[src/rtl/hazard_ctrl_if.sv]
// Hazard controller bundle.
// The "slave" modport is the hazard controller. It takes the pipeline's register
// addresses, the stage control flags and the data-memory handshake. It drives the
// stage stall/flush pairs, the EX forwarding selects and the status outputs
// (mem_err, stall_cnt). The "master" modport is the pipeline side of the same wires.
interface hazard_ctrl_if #(
  parameter int CNT_W = 32
);
  logic [4:0]       Rs1D, Rs2D;
  logic [1:0]       RegReadD;
  logic [4:0]       Rs1E, Rs2E;
  logic [1:0]       RegReadE;
  logic [4:0]       RdE;
  logic             MemToRegE;
  logic [4:0]       RdM, RdW;
  logic [2:0]       RegWriteM, RegWriteW;
  logic             BranchE, JalrE, JalD;
  logic             dmem_req, dmem_ack;

  logic             StallF, StallD, StallE, StallM, StallW;
  logic             FlushD, FlushE, FlushM, FlushW;
  logic [1:0]       Forward1E, Forward2E;
  logic             mem_err;
  logic [CNT_W-1:0] stall_cnt;

  modport slave (
    input  Rs1D, Rs2D, RegReadD, Rs1E, Rs2E, RegReadE, RdE, MemToRegE,
           RdM, RdW, RegWriteM, RegWriteW, BranchE, JalrE, JalD,
           dmem_req, dmem_ack,
    output StallF, StallD, StallE, StallM, StallW,
           FlushD, FlushE, FlushM, FlushW,
           Forward1E, Forward2E, mem_err, stall_cnt
  );

  modport master (
    output Rs1D, Rs2D, RegReadD, Rs1E, Rs2E, RegReadE, RdE, MemToRegE,
           RdM, RdW, RegWriteM, RegWriteW, BranchE, JalrE, JalD,
           dmem_req, dmem_ack,
    input  StallF, StallD, StallE, StallM, StallW,
           FlushD, FlushE, FlushM, FlushW,
           Forward1E, Forward2E, mem_err, stall_cnt
  );
endinterface

[src/rtl/hazard_ctrl.sv]
// Pipeline hazard controller.
// This block resolves three kinds of hazard:
//   - load-use stalls;
//   - branch and jump flushes;
//   - multi-cycle data-memory waits. A wait that lasts too long ends in a
//     fatal timeout (HALT).
// It also drives the EX-stage operand forwarding selects. It counts the cycles
// in which ID is stalled.
// Ports:
//   clk  core clock. All state updates on the rising edge.
//   rst  synchronous, active-high reset. While it is high the pipeline drains
//        to bubbles.
//   hz   hazard_ctrl_if.slave. Pipeline inputs, stall/flush/forward outputs,
//        mem_err and stall_cnt.
module hazard_ctrl #(
  parameter int MEM_TIMEOUT = 256,
  parameter int CNT_W       = 32
) (
  input  logic           clk,
  input  logic           rst,
  hazard_ctrl_if.slave   hz
);

  localparam int WAIT_W = (MEM_TIMEOUT > 2) ? $clog2(MEM_TIMEOUT) : 1;

  typedef enum logic [1:0] {
    RUN   = 2'd0,
    MWAIT = 2'd1,
    HALT  = 2'd2
  } state_t;

  state_t              state, state_next;
  logic [WAIT_W-1:0]   wait_cnt, wait_cnt_next;
  logic                err_set;
  logic                memstall;
  logic                redirect;
  logic                load_use;
  logic                mem_err;
  logic [CNT_W-1:0]    stall_cnt;

  // MEM result has priority over WB because it is the younger write to the register.
  // x0 is hard-wired to zero, so it is never forwarded.
  function automatic logic [1:0] fwd_sel(
    input logic       used,
    input logic [4:0] rs,
    input logic [4:0] rd_m,
    input logic [2:0] wr_m,
    input logic [4:0] rd_w,
    input logic [2:0] wr_w
  );
    if (used && (wr_m != 3'd0) && (rd_m != 5'd0) && (rd_m == rs))
      return 2'b10;
    else if (used && (wr_w != 3'd0) && (rd_w != 5'd0) && (rd_w == rs))
      return 2'b01;
    else
      return 2'b00;
  endfunction

  // ---------------------------------------------------------------- state register
  // NOTE: sequential state uses non-blocking assignments, so every flop
  // samples pre-edge values and the result does not depend on process order.
  always_ff @(posedge clk) begin
    if (rst) begin
      state    <= RUN;
      wait_cnt <= '0;
    end else begin
      state    <= state_next;
      wait_cnt <= wait_cnt_next;
    end
  end

  // ---------------------------------------------------------------- next state
  // NOTE: every variable gets a default at the top, so no path leaves one
  // unassigned and no latch is inferred.
  always_comb begin
    state_next    = state;
    wait_cnt_next = wait_cnt;
    err_set       = 1'b0;
    case (state)
      RUN: begin
        if (hz.dmem_req && !hz.dmem_ack) begin
          state_next    = MWAIT;
          wait_cnt_next = WAIT_W'(1);
        end
      end
      MWAIT: begin
        if (hz.dmem_ack) begin
          state_next    = RUN;
          wait_cnt_next = '0;
        end else if (wait_cnt == WAIT_W'(MEM_TIMEOUT - 1)) begin
          state_next = HALT;
          err_set    = 1'b1;
        end else begin
          wait_cnt_next = wait_cnt + 1'b1;
        end
      end
      HALT:    state_next = HALT;  // only rst leaves HALT
      default: state_next = RUN;
    endcase
  end

  // ---------------------------------------------------------------- outputs
  // In MWAIT the access is still outstanding even if dmem_req has dropped.
  // Only dmem_ack ends the wait.
  assign memstall = ((state == RUN) && hz.dmem_req && !hz.dmem_ack) ||
                    ((state == MWAIT) && !hz.dmem_ack) ||
                    (state == HALT);

  assign redirect = hz.BranchE || hz.JalrE;
  assign load_use = hz.MemToRegE && (hz.RdE != 5'd0) &&
                    ((hz.RegReadD[1] && (hz.RdE == hz.Rs1D)) ||
                     (hz.RegReadD[0] && (hz.RdE == hz.Rs2D)));

  always_comb begin
    hz.StallF    = 1'b0;
    hz.StallD    = 1'b0;
    hz.StallE    = 1'b0;
    hz.StallM    = 1'b0;
    hz.StallW    = 1'b0;
    hz.FlushD    = 1'b0;
    hz.FlushE    = 1'b0;
    hz.FlushM    = 1'b0;
    hz.FlushW    = 1'b0;
    hz.Forward1E = fwd_sel(hz.RegReadE[1], hz.Rs1E, hz.RdM, hz.RegWriteM, hz.RdW, hz.RegWriteW);
    hz.Forward2E = fwd_sel(hz.RegReadE[0], hz.Rs2E, hz.RdM, hz.RegWriteM, hz.RdW, hz.RegWriteW);
    if (rst) begin
      hz.FlushD    = 1'b1;
      hz.FlushE    = 1'b1;
      hz.FlushM    = 1'b1;
      hz.FlushW    = 1'b1;
      hz.Forward1E = 2'b00;
      hz.Forward2E = 2'b00;
    end else if (memstall) begin
      // Freeze F..M. Feed a bubble into WB so the stalled MEM result is not
      // written twice. Redirects and load-use are re-evaluated after release.
      hz.StallF = 1'b1;
      hz.StallD = 1'b1;
      hz.StallE = 1'b1;
      hz.StallM = 1'b1;
      hz.FlushW = 1'b1;
    end else if (redirect) begin
      // A taken branch or jalr squashes ID, so a load-use in ID needs no stall.
      hz.FlushD = 1'b1;
      hz.FlushE = 1'b1;
    end else if (load_use) begin
      hz.StallF = 1'b1;
      hz.StallD = 1'b1;
      hz.FlushE = 1'b1;
    end else if (hz.JalD) begin
      hz.FlushD = 1'b1;
    end
  end

  // ---------------------------------------------------------------- status
  always_ff @(posedge clk) begin
    if (rst) begin
      mem_err   <= 1'b0;
      stall_cnt <= '0;
    end else begin
      if (err_set)
        mem_err <= 1'b1;
      if (hz.StallD && (stall_cnt != {CNT_W{1'b1}}))
        stall_cnt <= stall_cnt + 1'b1;
    end
  end

  assign hz.mem_err   = mem_err;
  assign hz.stall_cnt = stall_cnt;

endmodule

[src/flat_wrapper.sv]
// flat-port wrapper written by rule: the top's interface ports become plain ports
module hazard_ctrl_flat 
#(
  parameter int MEM_TIMEOUT = 256,
  parameter int CNT_W       = 32
)
  (clk, rst, hz_Rs1D, hz_Rs2D, hz_RegReadD, hz_Rs1E, hz_Rs2E, hz_RegReadE, hz_RdE, hz_MemToRegE, hz_RdM, hz_RdW, hz_RegWriteM, hz_RegWriteW, hz_BranchE, hz_JalrE, hz_JalD, hz_dmem_req, hz_dmem_ack, hz_StallF, hz_StallD, hz_StallE, hz_StallM, hz_StallW, hz_FlushD, hz_FlushE, hz_FlushM, hz_FlushW, hz_Forward1E, hz_Forward2E, hz_mem_err, hz_stall_cnt);
  hazard_ctrl_if #(.CNT_W(CNT_W)) hz_i ();
  input  logic clk;
  input  logic rst;
  input wire logic [$bits(hz_i.Rs1D)-1:0] hz_Rs1D;
  input wire logic [$bits(hz_i.Rs2D)-1:0] hz_Rs2D;
  input wire logic [$bits(hz_i.RegReadD)-1:0] hz_RegReadD;
  input wire logic [$bits(hz_i.Rs1E)-1:0] hz_Rs1E;
  input wire logic [$bits(hz_i.Rs2E)-1:0] hz_Rs2E;
  input wire logic [$bits(hz_i.RegReadE)-1:0] hz_RegReadE;
  input wire logic [$bits(hz_i.RdE)-1:0] hz_RdE;
  input wire logic [$bits(hz_i.MemToRegE)-1:0] hz_MemToRegE;
  input wire logic [$bits(hz_i.RdM)-1:0] hz_RdM;
  input wire logic [$bits(hz_i.RdW)-1:0] hz_RdW;
  input wire logic [$bits(hz_i.RegWriteM)-1:0] hz_RegWriteM;
  input wire logic [$bits(hz_i.RegWriteW)-1:0] hz_RegWriteW;
  input wire logic [$bits(hz_i.BranchE)-1:0] hz_BranchE;
  input wire logic [$bits(hz_i.JalrE)-1:0] hz_JalrE;
  input wire logic [$bits(hz_i.JalD)-1:0] hz_JalD;
  input wire logic [$bits(hz_i.dmem_req)-1:0] hz_dmem_req;
  input wire logic [$bits(hz_i.dmem_ack)-1:0] hz_dmem_ack;
  output wire logic [$bits(hz_i.StallF)-1:0] hz_StallF;
  output wire logic [$bits(hz_i.StallD)-1:0] hz_StallD;
  output wire logic [$bits(hz_i.StallE)-1:0] hz_StallE;
  output wire logic [$bits(hz_i.StallM)-1:0] hz_StallM;
  output wire logic [$bits(hz_i.StallW)-1:0] hz_StallW;
  output wire logic [$bits(hz_i.FlushD)-1:0] hz_FlushD;
  output wire logic [$bits(hz_i.FlushE)-1:0] hz_FlushE;
  output wire logic [$bits(hz_i.FlushM)-1:0] hz_FlushM;
  output wire logic [$bits(hz_i.FlushW)-1:0] hz_FlushW;
  output wire logic [$bits(hz_i.Forward1E)-1:0] hz_Forward1E;
  output wire logic [$bits(hz_i.Forward2E)-1:0] hz_Forward2E;
  output wire logic [$bits(hz_i.mem_err)-1:0] hz_mem_err;
  output wire logic [$bits(hz_i.stall_cnt)-1:0] hz_stall_cnt;
  assign hz_i.Rs1D = hz_Rs1D;
  assign hz_i.Rs2D = hz_Rs2D;
  assign hz_i.RegReadD = hz_RegReadD;
  assign hz_i.Rs1E = hz_Rs1E;
  assign hz_i.Rs2E = hz_Rs2E;
  assign hz_i.RegReadE = hz_RegReadE;
  assign hz_i.RdE = hz_RdE;
  assign hz_i.MemToRegE = hz_MemToRegE;
  assign hz_i.RdM = hz_RdM;
  assign hz_i.RdW = hz_RdW;
  assign hz_i.RegWriteM = hz_RegWriteM;
  assign hz_i.RegWriteW = hz_RegWriteW;
  assign hz_i.BranchE = hz_BranchE;
  assign hz_i.JalrE = hz_JalrE;
  assign hz_i.JalD = hz_JalD;
  assign hz_i.dmem_req = hz_dmem_req;
  assign hz_i.dmem_ack = hz_dmem_ack;
  assign hz_StallF = hz_i.StallF;
  assign hz_StallD = hz_i.StallD;
  assign hz_StallE = hz_i.StallE;
  assign hz_StallM = hz_i.StallM;
  assign hz_StallW = hz_i.StallW;
  assign hz_FlushD = hz_i.FlushD;
  assign hz_FlushE = hz_i.FlushE;
  assign hz_FlushM = hz_i.FlushM;
  assign hz_FlushW = hz_i.FlushW;
  assign hz_Forward1E = hz_i.Forward1E;
  assign hz_Forward2E = hz_i.Forward2E;
  assign hz_mem_err = hz_i.mem_err;
  assign hz_stall_cnt = hz_i.stall_cnt;
  hazard_ctrl #(.MEM_TIMEOUT(MEM_TIMEOUT), .CNT_W(CNT_W)) u_core (.clk(clk), .rst(rst), .hz(hz_i));
endmodule
[config.mk]
export PLATFORM = sky130hd
export DESIGN_NAME = hazard_ctrl_flat
export DESIGN_NICKNAME = d
export VERILOG_FILES = /design/src/rtl/hazard_ctrl_if.sv /design/src/rtl/hazard_ctrl.sv /design/src/flat_wrapper.sv
export SDC_FILE = /design/constraint.sdc
export NUM_CORES = 1
export LEC_CHECK = 0
export BUFFER_PORTS_ARGS = -buffer_cell sky130_fd_sc_hd__buf_4
export CAP_MARGIN = 30
export CORE_ASPECT_RATIO = 1.25
export CORE_MARGIN = 10
export CORE_UTILIZATION = 45
export CTS_CLUSTER_SIZE = 24
export DETAILED_ROUTE_END_ITERATION = 8
export GPL_ROUTABILITY_DRIVEN = 0
export PLACE_DENSITY = 0.82
export SLEW_MARGIN = 25
export SYNTH_ARGS = -nofsm -noshare
export SYNTH_HDL_FRONTEND = slang
export SYNTH_SLANG_ARGS = --single-unit
[constraint.sdc]
create_clock -name clk -period 10.05 [get_ports clk]
set_clock_uncertainty 0.2 [all_clocks]
set_input_delay 3.015 -clock clk [delete_from_list [all_inputs] [get_ports clk]]
set_output_delay 3.015 -clock clk [all_outputs]
set_load 0.02 [all_outputs]
==> metrics.yaml <==
status: "finished clean"
cts_setup_buffers: 0
die-area_um2: 9550
antenna_found_initial: 0
timing.fmax_mhz: 125
ctsHtreeMaxLevel: 2
clk_path_buf_depth: 2
clk_pin_slew_ns: 0.07
start_util_pct: 46.6
ios: 99
finalSetupTns_ns: 0
worst_slack_ns: 2.02
drt_wl_total_mm: 7.76
finalCriticalPeriod_ns: 8.03
die_w_um: 89.4
synth_nets: 383
grt_pass1_vias: 2755
ir_drop_v: 0.0000471
viasPerCell: 5.69
synth_edf_count: 0
async_flop_share_pct: 0
place_inst: 473
leakagePower_nw: 1.37
synth.ff_latch_count: 43
syn_to_final_growth_pct: 30.0
core_area_um2: 5820
synth_top_flop_cell: "dfxtp_1"
syn_area_per_cell_um2: 8.27
firstDrtPassIters: 4
max_slew_margin_pct: 45.6
dpl_worst_slack_ns: 2.01
root_buffer: "clkbuf_8"
numCtsBuffers: 5
drv_cap: 0
insertion_delay_ns: 0.30
tightest_slew_ns: 0.816
setup_viol: 0
vias: 2736
rows: 31
arrival_ns: 4.82
rsz0062_at_grt: "false"
grt_usage_pct: 16.1
hold_path.class: "reg -> reg"
holdWs_ns: 0.296
ys_seq_area_share_pct: 31.7
final_nets: 469
yosysWarnings: 0
drt_iter0_markers: 179
drv_slew: 0
portBuffers: 97
cts_tree: "built"
drc_errors: 0
grt_pass1_wl_mm: 12.6
finalCritPeriodShare_pct: 79.9
critical_path_class: "in -> out"
clkSinkCount: 43
netlist_area_um2: 2710
path_max_fanout: 41
final_cells: 481
drtAntennaViolNets: 0
final_common_cell: "buf_4"
dieHeight_um: 107
crit_path_end_kind: "output port"
hold_viol: 0
netlist_instances: 328
crit_required_ns: 6.84
wl_per_cell_um: 16.1
grt_max_degree: 44
p_total_mw: 0.367
hpwl_mm: 6.23
start_kind: "primary input"
ctsResizeCount: 0
powerDensity_nw_per_um2: 104
antenna_cells: 0
cts_hold_buf: 0
gr-total-overflow: 0
drive_gt1_share_pct: 27.2
mostFrequentLayoutCells: "98 x buf_4, 43 x dfxtp_1, 32 x xor2_1, 26 x nor2_1, 22 x a21oi_1"
synth.distinct_cells: 55
==> layout make-up <==
type | instances | area (um^2)
fillers | 536 | 2290
multi-input cells | 259 | 1700
flip-flops and latches | 43 | 861
repair buffers | 98 | 736
clock buffers | 6 | 82.6
well taps | 66 | 82.6
clock inverters | 2 | 35.0
inverters | 7 | 26.3
==> metrics by stage <==
stage / cell area [um^2] / util (%)
CTS: 3520 / 60.5
finish: 3520 / 60.6
global placement: 3400 / 58.5
floorplan: 2710 / -
detailed placement: 3400 / 58.5
global route: 3520 / 60.6
==> path summary, 6_finish.rpt <==
| path | startpoint | to | slack, ns | cells after the start |
|---|---|---|---|---|
| worst min register to register | u_core.hz.mem_err | u_core.hz.mem_err | 0.30 | 2 |
| worst min-delay path | u_core.hz.mem_err | u_core.hz.mem_err | 0.30 | 2 |
| worst max register to register | u_core.state[0] | u_core.hz.stall_cnt[23] | 7.18 | 7 |
| worst max-delay path | rst | hz_FlushD | 2.02 | 5 |
==> logic make-up (layout without fill, tap and decap cells) <==
kind of cell | count (synthesis) | in the layout | share of synthesized area (%)
adders and majority gates | 2 | 2 | 0.923
xor gates and xnor gates | 38 | 38 | 12.3
buffers and inverters | 26 | 113 | 5.72
muxes | 7 | 7 | 2.91
other | 1 | 1 | 0.138
DFF | 43 | 43 | 31.7
AOI/OAI and AO/OA | 67 | 67 | 15.8
and+or+nand+nor | 144 | 144 | 30.5
==> state kept, by name (all words and copies together) (netlist names) <==
name and flops:
u_core.hz.stall_cnt 32, u_core.wait_cnt 8, u_core.state 2, u_core.hz.mem_err 1
==> worst max-delay path: stages <==
cell,delay (ns)
buf_4,0.36
inv_1,0.29
a222oi_1,0.80
o22a_1,0.21
buf_4,0.14
==> cells in the mapped netlist, drive strengths merged, types with 2 or more instances <==
master,number,area share [%]
a21oi,22,4.1
a2bb2oi,2,0.65
a311oi,2,0.65
and2,4,0.92
and3,8,1.8
and4,6,1.9
buf,11,3.6
clkbuf,8,1.1
dfxtp,43,32
ha,2,0.92
inv,7,0.97
mux2,4,1.7
mux2i,3,1.2
nand2,12,1.7
nand2b,2,0.46
nand3,20,3.7
nand4,14,3.2
nor2,26,3.6
nor2b,4,0.92
nor3,8,1.5
nor4,10,3.1
o21a,3,0.83
o21ai,16,3.0
o31a,2,0.65
o31ai,8,2.2
or3,14,3.2
or4,12,3.3
xnor2,6,1.9
xor2,32,10
==> power by group <==
part	switching, mW	internal, mW	leakage [nW]
registers	0.00149	0.171	0.347
logic	0.0271	0.0264	0.961
clock network	0.0601	0.0805	0.0612
total	0.0887	0.278	1.37
==> layer usage <==
metal,GRT usage [%],routed length [um],share of wire [%],vias to the layer above
met4,5.81,174,2.2,0
li1,-,-,-,1394
met3,5.68,514,6.6,16
met5,0,0,0,-
met2,29.7,4200,54,73
met1,15.8,2880,37,1253
Power figures use the tool's default switching activity.
